File: config.mk
export PLATFORM = sky130hd
export DESIGN_NAME = alu_share_ctrl
export DESIGN_NICKNAME = d
export VERILOG_FILES = /design/src/rtl/alu_share_ctrl.sv
export SDC_FILE = /design/constraint.sdc
export NUM_CORES = 1
export LEC_CHECK = 0
export CAP_MARGIN = 15
export CORE_MARGIN = 2
export CORE_UTILIZATION = 41
export CTS_BUF_LIST = sky130_fd_sc_hd__clkbuf_16
export DETAILED_ROUTE_END_ITERATION = 10
export GPL_ROUTABILITY_DRIVEN = 0
export PLACE_DENSITY = 0.86
export SYNTH_ARGS = -nofsm -noshare
export SYNTH_HDL_FRONTEND = slang
export SYNTH_SLANG_ARGS = --single-unit
File: constraint.sdc
create_clock -name clk -period 1.45 [get_ports clk]
set_input_delay 0.2175 -clock clk [delete_from_list [all_inputs] [get_ports clk]]
set_output_delay 0.2175 -clock clk [all_outputs]
set_load 0.03 [all_outputs]
File: src/rtl/alu_share_ctrl.sv
// Two-requester arbiter sharing one external ALU: round-robin accept, fixed-latency execute, done pulse.
// Optional per-requester completion counters op_cnt0/op_cnt1 when ALU_SHARE_CNT_EN is defined.
module alu_share_ctrl #(
  parameter int unsigned ALU_LAT = 1
) (
  input  logic       clk,
  input  logic       rst_n,
  input  logic       req0,
  input  logic       req1,
  input  logic [2:0] op0,
  input  logic [2:0] op1,
  input  logic [7:0] a0,
  input  logic [7:0] b0,
  input  logic [7:0] a1,
  input  logic [7:0] b1,
  output logic       gnt0,
  output logic       gnt1,
  output logic       done0,
  output logic       done1,
  output logic [7:0] result,
  output logic       busy,
  output logic [7:0] alu_in1,
  output logic [7:0] alu_in2,
  output logic [2:0] alu_select,
  input  logic [7:0] alu_result
`ifdef ALU_SHARE_CNT_EN
  ,
  output logic [7:0] op_cnt0,
  output logic [7:0] op_cnt1
`endif
);

  localparam int unsigned CW = 2;

  typedef enum logic [1:0] {
    IDLE = 2'd0,
    EXEC = 2'd1,
    DONE = 2'd2
  } state_t;

  state_t          r_state;
  state_t          w_next;
  logic   [CW-1:0] r_cnt;
  logic            r_last;
  logic            r_gnt0;
  logic            r_gnt1;
  logic            r_done0;
  logic            r_done1;
  logic   [7:0]    r_result;
  logic   [7:0]    r_alu_in1;
  logic   [7:0]    r_alu_in2;
  logic   [2:0]    r_alu_select;
  logic            w_accept;
  logic            w_win;
  logic            w_exec_end;

  assign w_accept   = (r_state == IDLE) && (req0 || req1);
  // Tie goes to whoever was not granted last; r_last doubles as the current owner.
  assign w_win      = (req0 && req1) ? ~r_last : req1;
  assign w_exec_end = (r_state == EXEC) && (r_cnt == '0);

  always_ff @(posedge clk or negedge rst_n) begin
    if (!rst_n) r_state <= IDLE;
    else        r_state <= w_next;
  end

  always_comb begin
    w_next = r_state;
    unique case (r_state)
      IDLE:    if (w_accept) w_next = EXEC;
      EXEC:    if (r_cnt == '0) w_next = DONE;
      DONE:    w_next = IDLE;
      default: w_next = IDLE;
    endcase
  end

  always_ff @(posedge clk or negedge rst_n) begin
    if (!rst_n) begin
      r_cnt        <= '0;
      r_last       <= 1'b1;
      r_gnt0       <= 1'b0;
      r_gnt1       <= 1'b0;
      r_done0      <= 1'b0;
      r_done1      <= 1'b0;
      r_result     <= '0;
      r_alu_in1    <= '0;
      r_alu_in2    <= '0;
      r_alu_select <= '0;
    end else begin
      r_gnt0  <= 1'b0;
      r_gnt1  <= 1'b0;
      r_done0 <= 1'b0;
      r_done1 <= 1'b0;
      if (w_accept) begin
        r_gnt0       <= ~w_win;
        r_gnt1       <= w_win;
        r_last       <= w_win;
        r_alu_select <= w_win ? op1 : op0;
        r_alu_in1    <= w_win ? a1 : a0;
        r_alu_in2    <= w_win ? b1 : b0;
        r_cnt        <= CW'(ALU_LAT - 1);
      end else if ((r_state == EXEC) && (r_cnt != '0)) begin
        r_cnt <= r_cnt - 2'd1;
      end
      if (w_exec_end) begin
        r_result <= alu_result;
        r_done0  <= ~r_last;
        r_done1  <= r_last;
      end
    end
  end

  assign gnt0       = r_gnt0;
  assign gnt1       = r_gnt1;
  assign done0      = r_done0;
  assign done1      = r_done1;
  assign result     = r_result;
  assign busy       = (r_state != IDLE);
  assign alu_in1    = r_alu_in1;
  assign alu_in2    = r_alu_in2;
  assign alu_select = r_alu_select;

`ifdef ALU_SHARE_CNT_EN
  logic [7:0] r_op_cnt0;
  logic [7:0] r_op_cnt1;

  always_ff @(posedge clk or negedge rst_n) begin
    if (!rst_n) begin
      r_op_cnt0 <= '0;
      r_op_cnt1 <= '0;
    end else begin
      if (r_done0) r_op_cnt0 <= r_op_cnt0 + 8'd1;
      if (r_done1) r_op_cnt1 <= r_op_cnt1 + 8'd1;
    end
  end

  assign op_cnt0 = r_op_cnt0;
  assign op_cnt1 = r_op_cnt1;
`endif

endmodule
==> results of run 1 <==
final cells by class:
class                           count  area, sq um  share of cell area [%]
Timing Repair Buffer               87          862                    31.0
Tap cell                           50         62.6                    2.25
Clock inverter                      3         37.5                    1.35
Sequential cell                    36          902                    32.4
Inverter                           44          170                    6.11
Clock buffer                        5          125                    4.49
Multi-Input combinational cell     68          626                    22.5
sequential cells by signal (all words and copies together) (netlist names):
| register | count |
|---|---|
| gnt0 | 1 |
| r_cnt | 2 |
| r_last | 1 |
| done0 | 1 |
| done1 | 1 |
| alu_in1 | 8 |
| alu_select | 3 |
| r_state | 2 |
| result | 8 |
| gnt1 | 1 |
| alu_in2 | 8 |
stage by stage:
step | utilization, % | setup slack (ns) | instance area (sq um)
after floorplan | - | 0.234 | 1730
after global placement | 65.1 | 0.0728 | 2620
after detailed placement | 65.1 | 0.0207 | 2620
after CTS | 68.6 | 0.0258 | 2760
after global routing | 69.1 | -0.0419 | 2790
final | 69.1 | 0.0648 | 2790
cell usage in the layout (no fill, tap or decap):
| cell type | instances |
|---|---|
| clkdlybuf4s50_1 | 48 |
| nand2_1 | 3 |
| o21ai_1 | 20 |
| nand2_2 | 1 |
| and3_1 | 1 |
| dfrtp_1 | 35 |
| clkinv_1 | 2 |
| or2_1 | 1 |
| buf_2 | 1 |
| inv_1 | 41 |
| nand2b_1 | 1 |
| bufinv_16 | 1 |
| dlygate4sd2_1 | 31 |
| xnor2_1 | 1 |
| buf_12 | 4 |
| inv_6 | 1 |
| nor2_4 | 1 |
| inv_2 | 2 |
| nand3_1 | 2 |
| nor2b_2 | 1 |
| dfstp_2 | 1 |
| buf_4 | 2 |
| ha_1 | 2 |
| nor2_1 | 5 |
| nor3b_4 | 1 |
| o221ai_2 | 19 |
| a211oi_2 | 1 |
| mux2_1 | 8 |
| clkbuf_16 | 5 |
| dlygate4sd3_1 | 1 |
report_power, final:
group / switching [mW] / leakage, nW / total, mW / internal, mW
clock: 0.385 / 0.0789 / 1.18 / 0.798
sequential: 0.252 / 0.445 / 1.75 / 1.50
combinational: 1.85 / 0.827 / 3.08 / 1.23
worst reg2reg max path, stage by stage (launching register included):
cell and delay [ns]:
dfrtp_1 0.35, inv_1 0.06, ha_1 0.24, nor3b_4 0.29, nor2_1 0.10, a211oi_2 0.22
timing repair:
action,CTS,global route
pin swaps,0,2
setup endpoints to repair,32,2
gates resized for setup,33,3
endpoints found under the hold margin,14,0
buffers inserted,0,1
hold buffers,1,0
routing by layer:
layer	share of wire, %	routed length, um	vias to the layer above	track usage, %
met3	9.3	385	5	7.47
met4	0.65	27	0	5.15
met2	49	2020	56	33.4
met1	41	1690	661	22.4
li1	-	-	693	-
met5	0	0	-	0
worst max path at each step:
stage                          start          to  slack, ns  depth (start not counted)
after floorplan             r_cnt[0]   result[0]       0.23                          4
after global placement          req1  alu_in1[1]       0.07                          5
after detailed placement        req1  alu_in1[3]       0.02                          5
after CTS                 r_state[1]        busy       0.03                          3
after global routing        r_cnt[0]    r_cnt[1]      -0.04                          5
final                     r_state[1]        busy       0.06                          3
kinds of logic (layout without fill, tap and decap cells):
| kind of cell | Yosys count | after routing | share of synthesized area [%] |
|---|---|---|---|
| compound gates | 40 | 40 | 22.8 |
| xor+xnor | 1 | 1 | 0.507 |
| fa+ha+maj | 2 | 2 | 1.45 |
| buf+inv | 52 | 139 | 12.5 |
| flops | 36 | 36 | 52.2 |
| mux | 8 | 8 | 5.22 |
| simple gates | 17 | 17 | 5.36 |
==> impl_metrics.yaml, run 1 <==
timing:
  layout_min_cycle_time_ns: 1.39
  max_slew_margin_pct: 73.9
  whs_ns: 0.389
  fin_setup_tns_ns: 0
  slew_viol_final: 0
  finalCritPeriodShare_pct: 95.5
  hold_violations: 0
  skew_ns: 0.00357
  fmax_ghz: 0.722
  worstMarginPinSlew_ns: 0.392
  setup_viol: 0
synth:
  ys_seq_elements: 36
  post_synth_num_cell_types: 23
  yosysSeqAreaShare_pct: 52.2
  synthTopCellsByCount: "inv_1, dfrtp_1, o21ai_1"
  synth_ff_type: "dfrtp_1"
  synth_area_leaders: "dfrtp_1, o221ai_2, inv_1, o21ai_1, mux2_1"
  async_flop_share_pct: 100
  syn_area_per_cell_sq_um: 11.1
  synth_fp_nets: 208
  synthCells: 156
  ys_warn_count: 0
  synth_edf_count: 0
  synth_area_leader_cell: "dfrtp_1"
  synth_top_area_share_pct: 50.7
  yosysMostFrequentCell: "inv_1"
  syn-cell-area_sq_um: 1730
critical_path:
  worstPathRequired_ns: 1.23
  crit_buf_inv: 2
  critPathMaxStageDelay_ns: 0.44
  cp_cell_sequence: "nor2_4 > inv_6 > buf_4"
  path_max_fanout: 22
  cp-start-kind: "flip-flop"
  slowest_stage: "dfrtp_1"
  rrSetupSlack_ns: 0.09
  cp-end-kind: "primary output"
  r2r_cells: 5
  worstReg2RegStart: "r_cnt[0]"
  path_class: "flip-flop to primary output"
  cp.arrival_ns: 1.17
  cp_top_family: "flip-flops"
  r2r_end: "r_cnt[1]"
global_routing:
  grt_max_degree: 23
  grt_pass1_wl_mm: 6.56
  grt_antenna_before_repair: 0
  grt_overflow: 0
  grt_pass1_vias: 1417
  grt_use_total_pct: 19.3
final_layout:
  antenna_cells: 0
  nNetsFinal: 294
  fillerInstances: 333
  drive_above_1_share_pct: 16.9
  final_cells: 293
  area_delta_synth_final_pct: 61.3
die:
  die_w_um: 68.9
  rows: 23
  dieHeight_um: 68.9
  initial_utilization_pct: 42.9
  dieArea_sq_um: 4750
  core_area_sq_um: 4030
  io_pins: 82
clock_tree:
  clockRootBuffer: "clkbuf_16"
  clock-sinks: 36
  cts_tree: "done"
  clkLatencyLatePin_ns: 0.28
  cts_buffers: 5
  htree_levels: 2
  clock_path_buffers: 2
  clkSlewWorstSetupHoldPaths_ns: 0.05
worst_hold_path:
  hp-class: "input pin to async pin"
pwr:
  power_density_nw_per_um2: 2160
  p_total_mw: 6.01
  ir_drop_v: 0.00110
  power.leakage_nw: 1.35
drt:
  ant_nets: 0
  vias: 1415
  drtPass1Iterations: 4
  dr.first_iter.drc_count: 43
  routedWlPerCell_um: 14.1
  routed_wl_mm: 4.12
  viasPerCell: 4.83
  drc: 0
placement:
  hpwl_mm: 2.99
  dp.cells: 283
  port_buffers: 81
run:
  cap_viol_max_count: 0
outcome:
  status: "complete, no violations"
Power figures use the tool's default switching activity.
==> inputs of run 2 (changes only) <==
--- a/config.mk
+++ b/config.mk
@@ -11,7 +11,7 @@
 export CTS_BUF_LIST = sky130_fd_sc_hd__clkbuf_16
 export DETAILED_ROUTE_END_ITERATION = 10
 export GPL_ROUTABILITY_DRIVEN = 0
-export PLACE_DENSITY = 0.86
+export PLACE_DENSITY = 0.8
 export SYNTH_ARGS = -nofsm -noshare
 export SYNTH_HDL_FRONTEND = slang
 export SYNTH_SLANG_ARGS = --single-unit
==> run 2 against run 1 <==
Net effect: sequential share of layout area grew 0.40 points; die area unchanged; via count is 0.49% higher; clock skew grew 0.0029 ns; routed wire length rose by 1.9%; sequential power barely moved; core utilization shrank 0.75 points; critical path depth unchanged; critical endpoint unchanged; largest cell class unchanged; highest routed layer unchanged.
==> impl_metrics.yaml, run 2 (synthesized netlist as in run 1, its figures left out) <==
outcome:
  status: "complete, no violations"
pwr:
  power.leakage_nw: 1.33
  ir_drop_v: 0.00127
  power_density_nw_per_um2: 2140
drt:
  vias: 1422
  routed_wl_mm: 4.20
  drtPass1Iterations: 4
  drc: 0
  viasPerCell: 4.85
  dr.first_iter.drc_count: 68
  routedWlPerCell_um: 14.3
  ant_nets: 0
global_routing:
  grt_pass1_vias: 1416
  grt_pass1_wl_mm: 6.44
  grt_use_total_pct: 19.5
  grt_max_degree: 23
  grt_overflow: 0
  grt_antenna_before_repair: 0
clock_tree:
  htree_levels: 2
  clock-sinks: 36
  cts_tree: "done"
  cts_buffers: 5
  clock_path_buffers: 2
  clkLatencyLatePin_ns: 0.28
  clockRootBuffer: "clkbuf_16"
  clkSlewWorstSetupHoldPaths_ns: 0.06
critical_path:
  rrSetupSlack_ns: 0.12
  r2r_end: "result[0]"
  startpoint: "r_state[0]"
  cp-start-kind: "flip-flop"
  critPathMaxStageDelay_ns: 0.42
  cp-end-kind: "primary output"
  path_class: "flip-flop to primary output"
  crit_path_end: "busy"
  cp_cell_sequence: "nor2_4 > inv_6 > buf_4"
  path_max_fanout: 22
  r2r_cells: 4
  worstPathRequired_ns: 1.23
  slowest_stage: "dfrtp_1"
  worstReg2RegStart: "r_cnt[0]"
  cp.arrival_ns: 1.20
die:
  io_pins: 82
  dieArea_sq_um: 4750
  initial_utilization_pct: 42.9
  rows: 23
  dieHeight_um: 68.9
  core_area_sq_um: 4030
  die_w_um: 68.9
final_layout:
  antenna_cells: 0
  area_delta_synth_final_pct: 59.6
  multi_input_area_sq_um: 626
  final_cell_mix: "clkdlybuf4s50_1, inv_1, dfrtp_1"
  nNetsFinal: 294
  final_common_cell: "clkdlybuf4s50_1"
  final_util_pct: 68.4
  fillerInstances: 319
  ff_latch_area_sq_um: 903
  drive_above_1_share_pct: 17.7
timing:
  whs_ns: 0.356
  hold_violations: 0
  setup_viol: 0
  fmax_ghz: 0.707
  slew_viol_final: 0
  worstMarginPinSlew_ns: 0.331
  fin_ws_ns: 0.0351
  layout_min_cycle_time_ns: 1.41
  fin_setup_tns_ns: 0
  finalCritPeriodShare_pct: 97.6
  skew_ns: 0.00645
  rsz0062_at_grt: "no"
  max_slew_margin_pct: 78.1
placement:
  hpwl_mm: 2.92
  port_buffers: 81
  pre_cts_ws_ns: 0.0278
run:
  cap_viol_max_count: 0
worst_hold_path:
  hp-class: "input pin to async pin"
==> run 2: cell count changes in the layout (fill, tap and decap cells not counted) <==
cell	previous run	this run
buf_12	4	3
bufinv_16	1	0
clkinvlp_4	0	2
clkinv_1	2	1
dfrtp_1	35	34
dfrtp_2	0	1
buf_4	2	3
==> run 2: how the worst min path moves through the flow <==
stage	endpoint	slack (ns)	depth (start not counted)
after global placement	alu_in1[2]	0.13	1
after floorplan	alu_in1[0]	-0.08	0
after detailed placement	alu_in1[2]	0.13	1
after global routing	alu_in1[1]	0.41	2
after CTS	alu_in1[1]	0.38	2
final	alu_in1[1]	0.36	2
==> run 2: metrics by stage <==
stage	power [mW]	cell area, sq um	instances
2_1_floorplan	3.80	1730	156
3_3_place_gp	5.01	2620	284
3_5_place_dp	5.08	2620	284
4_1_cts	5.88	2740	293
5_1_grt	6.22	2760	293
6_report	5.88	2760	293
==> run 2: layout make-up <==
class	count	share of cell area [%]
inverter	44	6.18
tap	50	2.27
multi-input combinational	68	22.7
clock buffer	5	4.54
sequential	36	32.8
timing repair buffer	87	30.8
clock inverter	3	0.681
==> run 2: what timing repair did <==
item,CTS,global route
gates resized for setup,33,4
hold buffers,1,0
buffers inserted,0,0
hold endpoints to repair,12,0
pin swaps,0,1
cloned,0,0
endpoints found under the setup margin,32,2
==> run 2: power by group <==
group | internal (mW) | switching (mW)
registers | 1.50 | 0.249
logic | 1.21 | 1.87
clock network | 0.630 | 0.426
total | 3.34 | 2.55
==> run 2: worst max-delay path: cells and delay by family, from the launching register on <==
kind | cells | cell delay, ns
flip-flops | 1 | 0.42
buffers and inverters | 2 | 0.29
AND/OR/NAND/NOR | 1 | 0.19
==> run 2: metal layers <==
layer	GRT usage (%)	vias to the layer above	share of wire (%)
met4	9.80	0	2.1
li1	-	688	-
met1	22.9	666	39
met2	31.4	61	48
met3	6.98	7	11
met5	0	-	0
